`src/rtl/rv32_load_store_unit.sv`:
```
// Byte/half/word load-store bridge to a word-addressed synchronous RAM; sub-word stores use read-modify-write.
// Latency: exception 1, word store 2, load/sub-word store 3 cycles; one request in flight, req_ready only in S_IDLE.
module rv32_load_store_unit #(
    parameter int         DEPTH = 1024,
    parameter logic [3:0] BANK  = 4'h1,
    parameter int         L     = $clog2(DEPTH)
) (
    input  logic          clk,
    input  logic          rst,
    input  logic          req_valid,
    output logic          req_ready,
    input  logic [31:0]   req_addr,
    input  logic          req_wr,
    input  logic [1:0]    req_size,
    input  logic          req_unsigned,
    input  logic [31:0]   req_wr_data,
    output logic          rsp_valid,
    output logic [31:0]   rsp_rd_data,
    output logic [1:0]    rsp_exception,
    output logic [L-1:0]  ram_addr,
    output logic [31:0]   ram_wr_data,
    output logic          ram_wr_ena,
    input  logic [31:0]   ram_rd_data
);

    typedef enum logic [2:0] {
        S_IDLE,
        S_READ,
        S_MODIFY,
        S_WRITE,
        S_RESP
    } state_t;

    state_t        r_state;
    logic [L-1:0]  r_word;
    logic [1:0]    r_lane;
    logic          r_wr;
    logic [1:0]    r_size;
    logic          r_unsigned;
    logic [31:0]   r_wr_data;
    logic          r_rsp_valid;
    logic [31:0]   r_rsp_rd_data;
    logic [1:0]    r_rsp_exception;

    logic          w_misaligned;
    logic          w_range;
    logic [7:0]    w_byte;
    logic [15:0]   w_half;
    logic [31:0]   w_load_data;
    logic [31:0]   w_merged;

    assign w_misaligned = (req_size == 2'b01 && req_addr[0]) ||
                          (req_size == 2'b10 && req_addr[1:0] != 2'b00) ||
                          (req_size == 2'b11);
    assign w_range      = (req_addr[31:28] != BANK) ||
                          ({6'd0, req_addr[27:2]} >= 32'(DEPTH));

    always_comb begin
        w_byte = 8'h00;
        case (r_lane)
            2'd0:    w_byte = ram_rd_data[7:0];
            2'd1:    w_byte = ram_rd_data[15:8];
            2'd2:    w_byte = ram_rd_data[23:16];
            default: w_byte = ram_rd_data[31:24];
        endcase
        w_half = r_lane[1] ? ram_rd_data[31:16] : ram_rd_data[15:0];

        case (r_size)
            2'b00:   w_load_data = {{24{~r_unsigned & w_byte[7]}}, w_byte};
            2'b01:   w_load_data = {{16{~r_unsigned & w_half[15]}}, w_half};
            default: w_load_data = ram_rd_data;
        endcase

        // Only the addressed lane is replaced; the rest comes back from the RAM read.
        w_merged = ram_rd_data;
        if (r_size == 2'b00) begin
            case (r_lane)
                2'd0:    w_merged[7:0]   = r_wr_data[7:0];
                2'd1:    w_merged[15:8]  = r_wr_data[7:0];
                2'd2:    w_merged[23:16] = r_wr_data[7:0];
                default: w_merged[31:24] = r_wr_data[7:0];
            endcase
        end else if (r_size == 2'b01) begin
            if (r_lane[1])
                w_merged[31:16] = r_wr_data[15:0];
            else
                w_merged[15:0]  = r_wr_data[15:0];
        end
    end

    always_ff @(posedge clk) begin
        if (rst) begin
            r_state         <= S_IDLE;
            r_word          <= '0;
            r_lane          <= 2'b00;
            r_wr            <= 1'b0;
            r_size          <= 2'b00;
            r_unsigned      <= 1'b0;
            r_wr_data       <= 32'h0;
            r_rsp_valid     <= 1'b0;
            r_rsp_rd_data   <= 32'h0;
            r_rsp_exception <= 2'b00;
        end else begin
            r_rsp_valid <= 1'b0;
            case (r_state)
                S_IDLE: begin
                    if (req_valid) begin
                        r_word          <= req_addr[L+1:2];
                        r_lane          <= req_addr[1:0];
                        r_wr            <= req_wr;
                        r_size          <= req_size;
                        r_unsigned      <= req_unsigned;
                        r_wr_data       <= req_wr_data;
                        r_rsp_rd_data   <= 32'h0;
                        r_rsp_exception <= {w_range, w_misaligned};
                        if (w_range || w_misaligned) begin
                            r_state     <= S_RESP;
                            r_rsp_valid <= 1'b1;
                        end else if (req_wr && req_size == 2'b10) begin
                            r_state <= S_WRITE;
                        end else begin
                            r_state <= S_READ;
                        end
                    end
                end
                S_READ: r_state <= S_MODIFY;
                S_MODIFY: begin
                    if (!r_wr)
                        r_rsp_rd_data <= w_load_data;
                    r_state     <= S_RESP;
                    r_rsp_valid <= 1'b1;
                end
                S_WRITE: begin
                    r_state     <= S_RESP;
                    r_rsp_valid <= 1'b1;
                end
                default: r_state <= S_IDLE;
            endcase
        end
    end

    assign req_ready     = (r_state == S_IDLE);
    assign rsp_valid     = r_rsp_valid;
    assign rsp_rd_data   = r_rsp_rd_data;
    assign rsp_exception = r_rsp_exception;
    assign ram_addr      = r_word;
    assign ram_wr_data   = (r_state == S_MODIFY) ? w_merged : r_wr_data;
    // Gated by rst so a reset landing in S_MODIFY cannot commit the pending write.
    assign ram_wr_ena    = ~rst & ((r_state == S_WRITE) || (r_state == S_MODIFY && r_wr));

endmodule

```
`config.mk`:
```
export PLATFORM = sky130hd
export DESIGN_NAME = rv32_load_store_unit
export DESIGN_NICKNAME = d
export VERILOG_FILES = /design/src/rtl/rv32_load_store_unit.sv
export SDC_FILE = /design/constraint.sdc
export NUM_CORES = 1
export LEC_CHECK = 0
export ABC_CLOCK_PERIOD_IN_PS = 2100
export BUFFER_PORTS_ARGS = -buffer_cell sky130_fd_sc_hd__clkbuf_2
export CAP_MARGIN = 20
export CORE_MARGIN = 1
export CORE_UTILIZATION = 35
export CTS_BUF_LIST = sky130_fd_sc_hd__clkbuf_2
export DETAILED_ROUTE_END_ITERATION = 8
export HOLD_SLACK_MARGIN = 0.08
export PLACE_DENSITY = 0.69
export SYNTH_ARGS = -nofsm -noshare
export SYNTH_HDL_FRONTEND = slang
export SYNTH_SLANG_ARGS = --single-unit
```
`constraint.sdc`:
```
create_clock -name clk -period 2.1 [get_ports clk]
set_input_delay 0.315 -clock clk [delete_from_list [all_inputs] [get_ports clk]]
set_output_delay 0.315 -clock clk [all_outputs]
set_load 0.1 [all_outputs]
```
==> results.json <==
{
  "cellLeakagePower_nw": 3.28,
  "die_ht_um": 114,
  "synthesis.yosys.warnings": 0,
  "initialDrtViolationCount": 515,
  "antennaDiodeCount": 0,
  "max_freq_mhz": 401,
  "crit_path_max_fanout": 4,
  "effective_utilization_at_floorplan_pct": 36.3,
  "run_status": "complete, but fails checks",
  "timing.final.crit_period_ns": 2.49,
  "drt.antenna.violating_nets": 0,
  "final-max-slew-violation-count": 0,
  "relative_max_transition_margin_pct": 51.6,
  "min_period_over_period_pct": 119,
  "cp_max_stage_delay_ns": 0.50,
  "ys_top_cells_by_area": "sky130_fd_sc_hd__dfxtp_1 (39%), sky130_fd_sc_hd__nand2_1 (12%), sky130_fd_sc_hd__a21oi_1 (5.9%)",
  "post-route-drc-count": 0,
  "globalRouteOverflowTotal": 0,
  "fillCellCount": 974,
  "synth_top_cell_by_area": "sky130_fd_sc_hd__dfxtp_1",
  "violations_in_the_final_reports": "negative setup slack",
  "clkSinkCount": 86,
  "grt_pass1_vias": 5220,
  "ys_types": 40,
  "final_design_area_no_fill_sq_um": 7620,
  "die_x_um": 114,
  "regToRegEndpoint": "rsp_rd_data[25]$_SDFFE_PP0P_",
  "grt_start_max_net_pins": 51,
  "power_density_nw_per_um2": 536,
  "syn_avg_cell_area_sq_um": 7.80,
  "crit_path_start_kind": "register",
  "ys_ff_latch": 86,
  "mappedNetlistArea_sq_um": 4400,
  "numnets_final": 927,
  "synth_cells": 564,
  "cap_viol_max_count": 0,
  "global_route.usage.total_pct": 26.8,
  "placed_area_sq_um": 6350,
  "synth_enable_flop_cells": 0,
  "design.die.area_sq_um": 13000,
  "final_wtd_congestion": 1.00,
  "clkTransAtPathRegs_ns": 0.21,
  "timing.setup.critical_path_class": "reg2out",
  "synth_largest_type_area_fraction_pct": 39.2,
  "critical_path.slowest_cell": "sky130_fd_sc_hd__dfxtp_1",
  "drtPass1Iterations": 5,
  "tritoncts.num_buffers": 9,
  "launch_point_of_the_worst_reg_to_reg_path": "r_size[1]$_SDFFE_PP0P_",
  "min-delay-path-class": "in2reg",
  "syn_nets": 667,
  "std_cell_rows": 40,
  "cts_root_buf": "sky130_fd_sc_hd__clkbuf_2",
  "drt-total-wl_um": 18300,
  "postSynth.topFlopCell": "sky130_fd_sc_hd__dfxtp_1",
  "htreeDepth": 3,
  "timing_hold_violations_final": 0,
  "grt_antenna_before_repair": 0,
  "max_slew.worst_pin.slew_ns": 0.724,
  "finalSetupViolations": 33,
  "wire_length_of_the_first_global_routing_pass_um": 26700,
  "setup_ws_ns": -0.391,
  "placeableCoreArea_sq_um": 12100,
  "area_growth_pct": 73.4,
  "detailed_place_hpwl_um": 12500,
  "routedWlPerCell_um": 18.4,
  "ff2ff_setup_slack_ns": 0.12,
  "critical_path.startpoint": "r_wr_data[7]$_SDFFE_PP0P_",
  "ys_top_cells_by_count": "sky130_fd_sc_hd__nand2_1 (144), sky130_fd_sc_hd__dfxtp_1 (86), sky130_fd_sc_hd__a21oi_1 (52)",
  "worstPathRequired_ns": 1.78,
  "synth_seq_area_share_pct": 39.2,
  "worst_hold_margin_ns": 0.113,
  "num_io_pins": 182,
  "yosys.cell_count.top_type": "sky130_fd_sc_hd__nand2_1",
  "clk_latency_ns": 0.56,
  "irDropWorstVdd_uv": 458,
  "grt_setup_unrepaired": "yes",
  "drive_gt1_share_pct": 41.6,
  "reg2reg_depth": 6,
  "route.detailed.vias_per_inst": 5.56,
  "critPathArrivalTime_ns": 2.18,
  "clock-skew-final_ns": 0.0331,
  "timing.critical_path.to": "ram_wr_data[31]",
  "ys_async_sr_fraction_pct": 0,
  "critPathCaptureType": "output port",
  "clock_tree.buffer_depth": 2,
  "routed-via-count": 5536,
  "cp_cell_sequence": "inv_1 -> a31oi_1 -> nor2_1 -> o31ai_4 -> buf_12",
  "finalNonFillerCells": 995,
  "tritoncts": "done",
  "numPortBuffers": 181,
  "placed_cells_incl_taps": 894
}
[worst min-delay path by stage]
stage	from	endpoint	slack, ns	cells past startpoint
after floorplan	r_wr_data[16]$_SDFFE_PP0P_	r_wr_data[16]$_SDFFE_PP0P_	0.44	2
after CTS	req_valid	r_state[2]$_SDFFE_PP0P_	0.09	3
after global placement	ram_addr[5]$_SDFFE_PP0P_	ram_addr[5]$_SDFFE_PP0P_	0.44	2
final	ram_rd_data[23]	rsp_rd_data[23]$_SDFFE_PP0P_	0.11	2
after global routing	ram_rd_data[4]	rsp_rd_data[4]$_SDFFE_PP0P_	0.09	3
after detailed placement	rsp_rd_data[12]$_SDFFE_PP0P_	rsp_rd_data[12]$_SDFFE_PP0P_	0.45	1
[cells in the final DEF (no fill, tap or decap), types with 5 or more instances in the layout]
cell type / n
sky130_fd_sc_hd__o21ai_0: 10
sky130_fd_sc_hd__a22o_4: 7
sky130_fd_sc_hd__a211oi_1: 7
sky130_fd_sc_hd__o21ai_4: 12
sky130_fd_sc_hd__dfxtp_2: 6
sky130_fd_sc_hd__nor2_1: 21
sky130_fd_sc_hd__mux2i_1: 15
sky130_fd_sc_hd__nor4_1: 5
sky130_fd_sc_hd__nand2_2: 13
sky130_fd_sc_hd__mux2i_2: 7
sky130_fd_sc_hd__nand2_1: 128
sky130_fd_sc_hd__a221o_1: 23
sky130_fd_sc_hd__inv_1: 13
sky130_fd_sc_hd__mux2_2: 9
sky130_fd_sc_hd__clkbuf_2: 156
sky130_fd_sc_hd__nor2b_1: 8
sky130_fd_sc_hd__buf_12: 38
sky130_fd_sc_hd__o22ai_1: 7
sky130_fd_sc_hd__and3_1: 8
sky130_fd_sc_hd__buf_6: 6
sky130_fd_sc_hd__buf_4: 41
sky130_fd_sc_hd__dlygate4sd3_1: 57
sky130_fd_sc_hd__a21oi_1: 51
sky130_fd_sc_hd__a31oi_1: 14
sky130_fd_sc_hd__dfxtp_1: 78
sky130_fd_sc_hd__o31ai_4: 8
sky130_fd_sc_hd__nor3_1: 5
sky130_fd_sc_hd__o21ai_1: 8
sky130_fd_sc_hd__o2bb2ai_1: 8
[critical path, delay by kind of cell, from the launching register on]
family | cells | cell delay (ns)
AOI/OAI and AO/OA | 2 | 0.64
DFF | 1 | 0.50
buffers and inverters | 2 | 0.37
and+or+nand+nor | 1 | 0.12
[where the power goes]
part / total [W] / switching (W) / internal (W)
Clock: 0.000927 / 0.000552 / 0.000375
Sequential: 0.00175 / 0.0000606 / 0.00169
Combinational: 0.00141 / 0.000872 / 0.000533
[flip-flops by register name, indices dropped and copies added, names as in the netlist]
signal         cells
r_wr_data         32
rsp_rd_data       32
ram_addr          10
r_state            3
r_lane             2
r_size             2
rsp_exception      2
r_unsigned         1
r_wr               1
rsp_valid          1
[cells by family (layout without fill, tap and decap cells)]
family | after synthesis | count (layout) | share of synthesized area [%]
AOI/OAI and AO/OA | 172 | 172 | 25.8
buffers and inverters | 59 | 321 | 5.52
DFF | 86 | 86 | 39.2
muxes | 33 | 33 | 8.05
and+or+nand+nor | 214 | 215 | 21.5
[metal layers]
metal	share of wire, %	GRT usage [%]	wire [um]
met2	49	47.6	9010
met1	39	32.2	7050
met5	0	0	0
met4	4.1	9.70	752
met3	8.2	4.92	1490
[area by class of cell]
class / instances / area (sq um) / area share (%)
timing repair buffer: 294 / 2530 / 33.2
sequential: 86 / 1740 / 22.8
clock inverter: 5 / 76.3 / 1.00
multi-input combinational: 420 / 2970 / 39.0
inverter: 13 / 48.8 / 0.640
tap: 168 / 210 / 2.76
clock buffer: 9 / 45.0 / 0.591
[what timing repair did]
| action | in CTS | in global routing |
|---|---|---|
| setup endpoints to repair | 50 | 48 |
| resized for setup | 56 | 29 |
| buffers inserted | 11 | 14 |
| hold buffers | 56 | 1 |
| gates cloned | 4 | 1 |
| pin swaps | 11 | 20 |
| hold endpoints to repair | 56 | 1 |
[stage by stage]
step / TNS (ns) / power (W) / worst slack, ns / utilization, %
finish: -8.61 / 0.00409 / -0.391 / 62.9
global route: -11.44 / 0.00423 / -0.524 / 62.9
CTS: -8.09 / 0.00403 / -0.293 / 60.7
detailed placement: -0.0878 / 0.00299 / -0.0210 / 52.4
global placement: 0 / 0.00297 / 0.113 / 52.4
floorplan: -1.89 / 0.00254 / -0.198 / -
(Power assumes the default switching activity.)
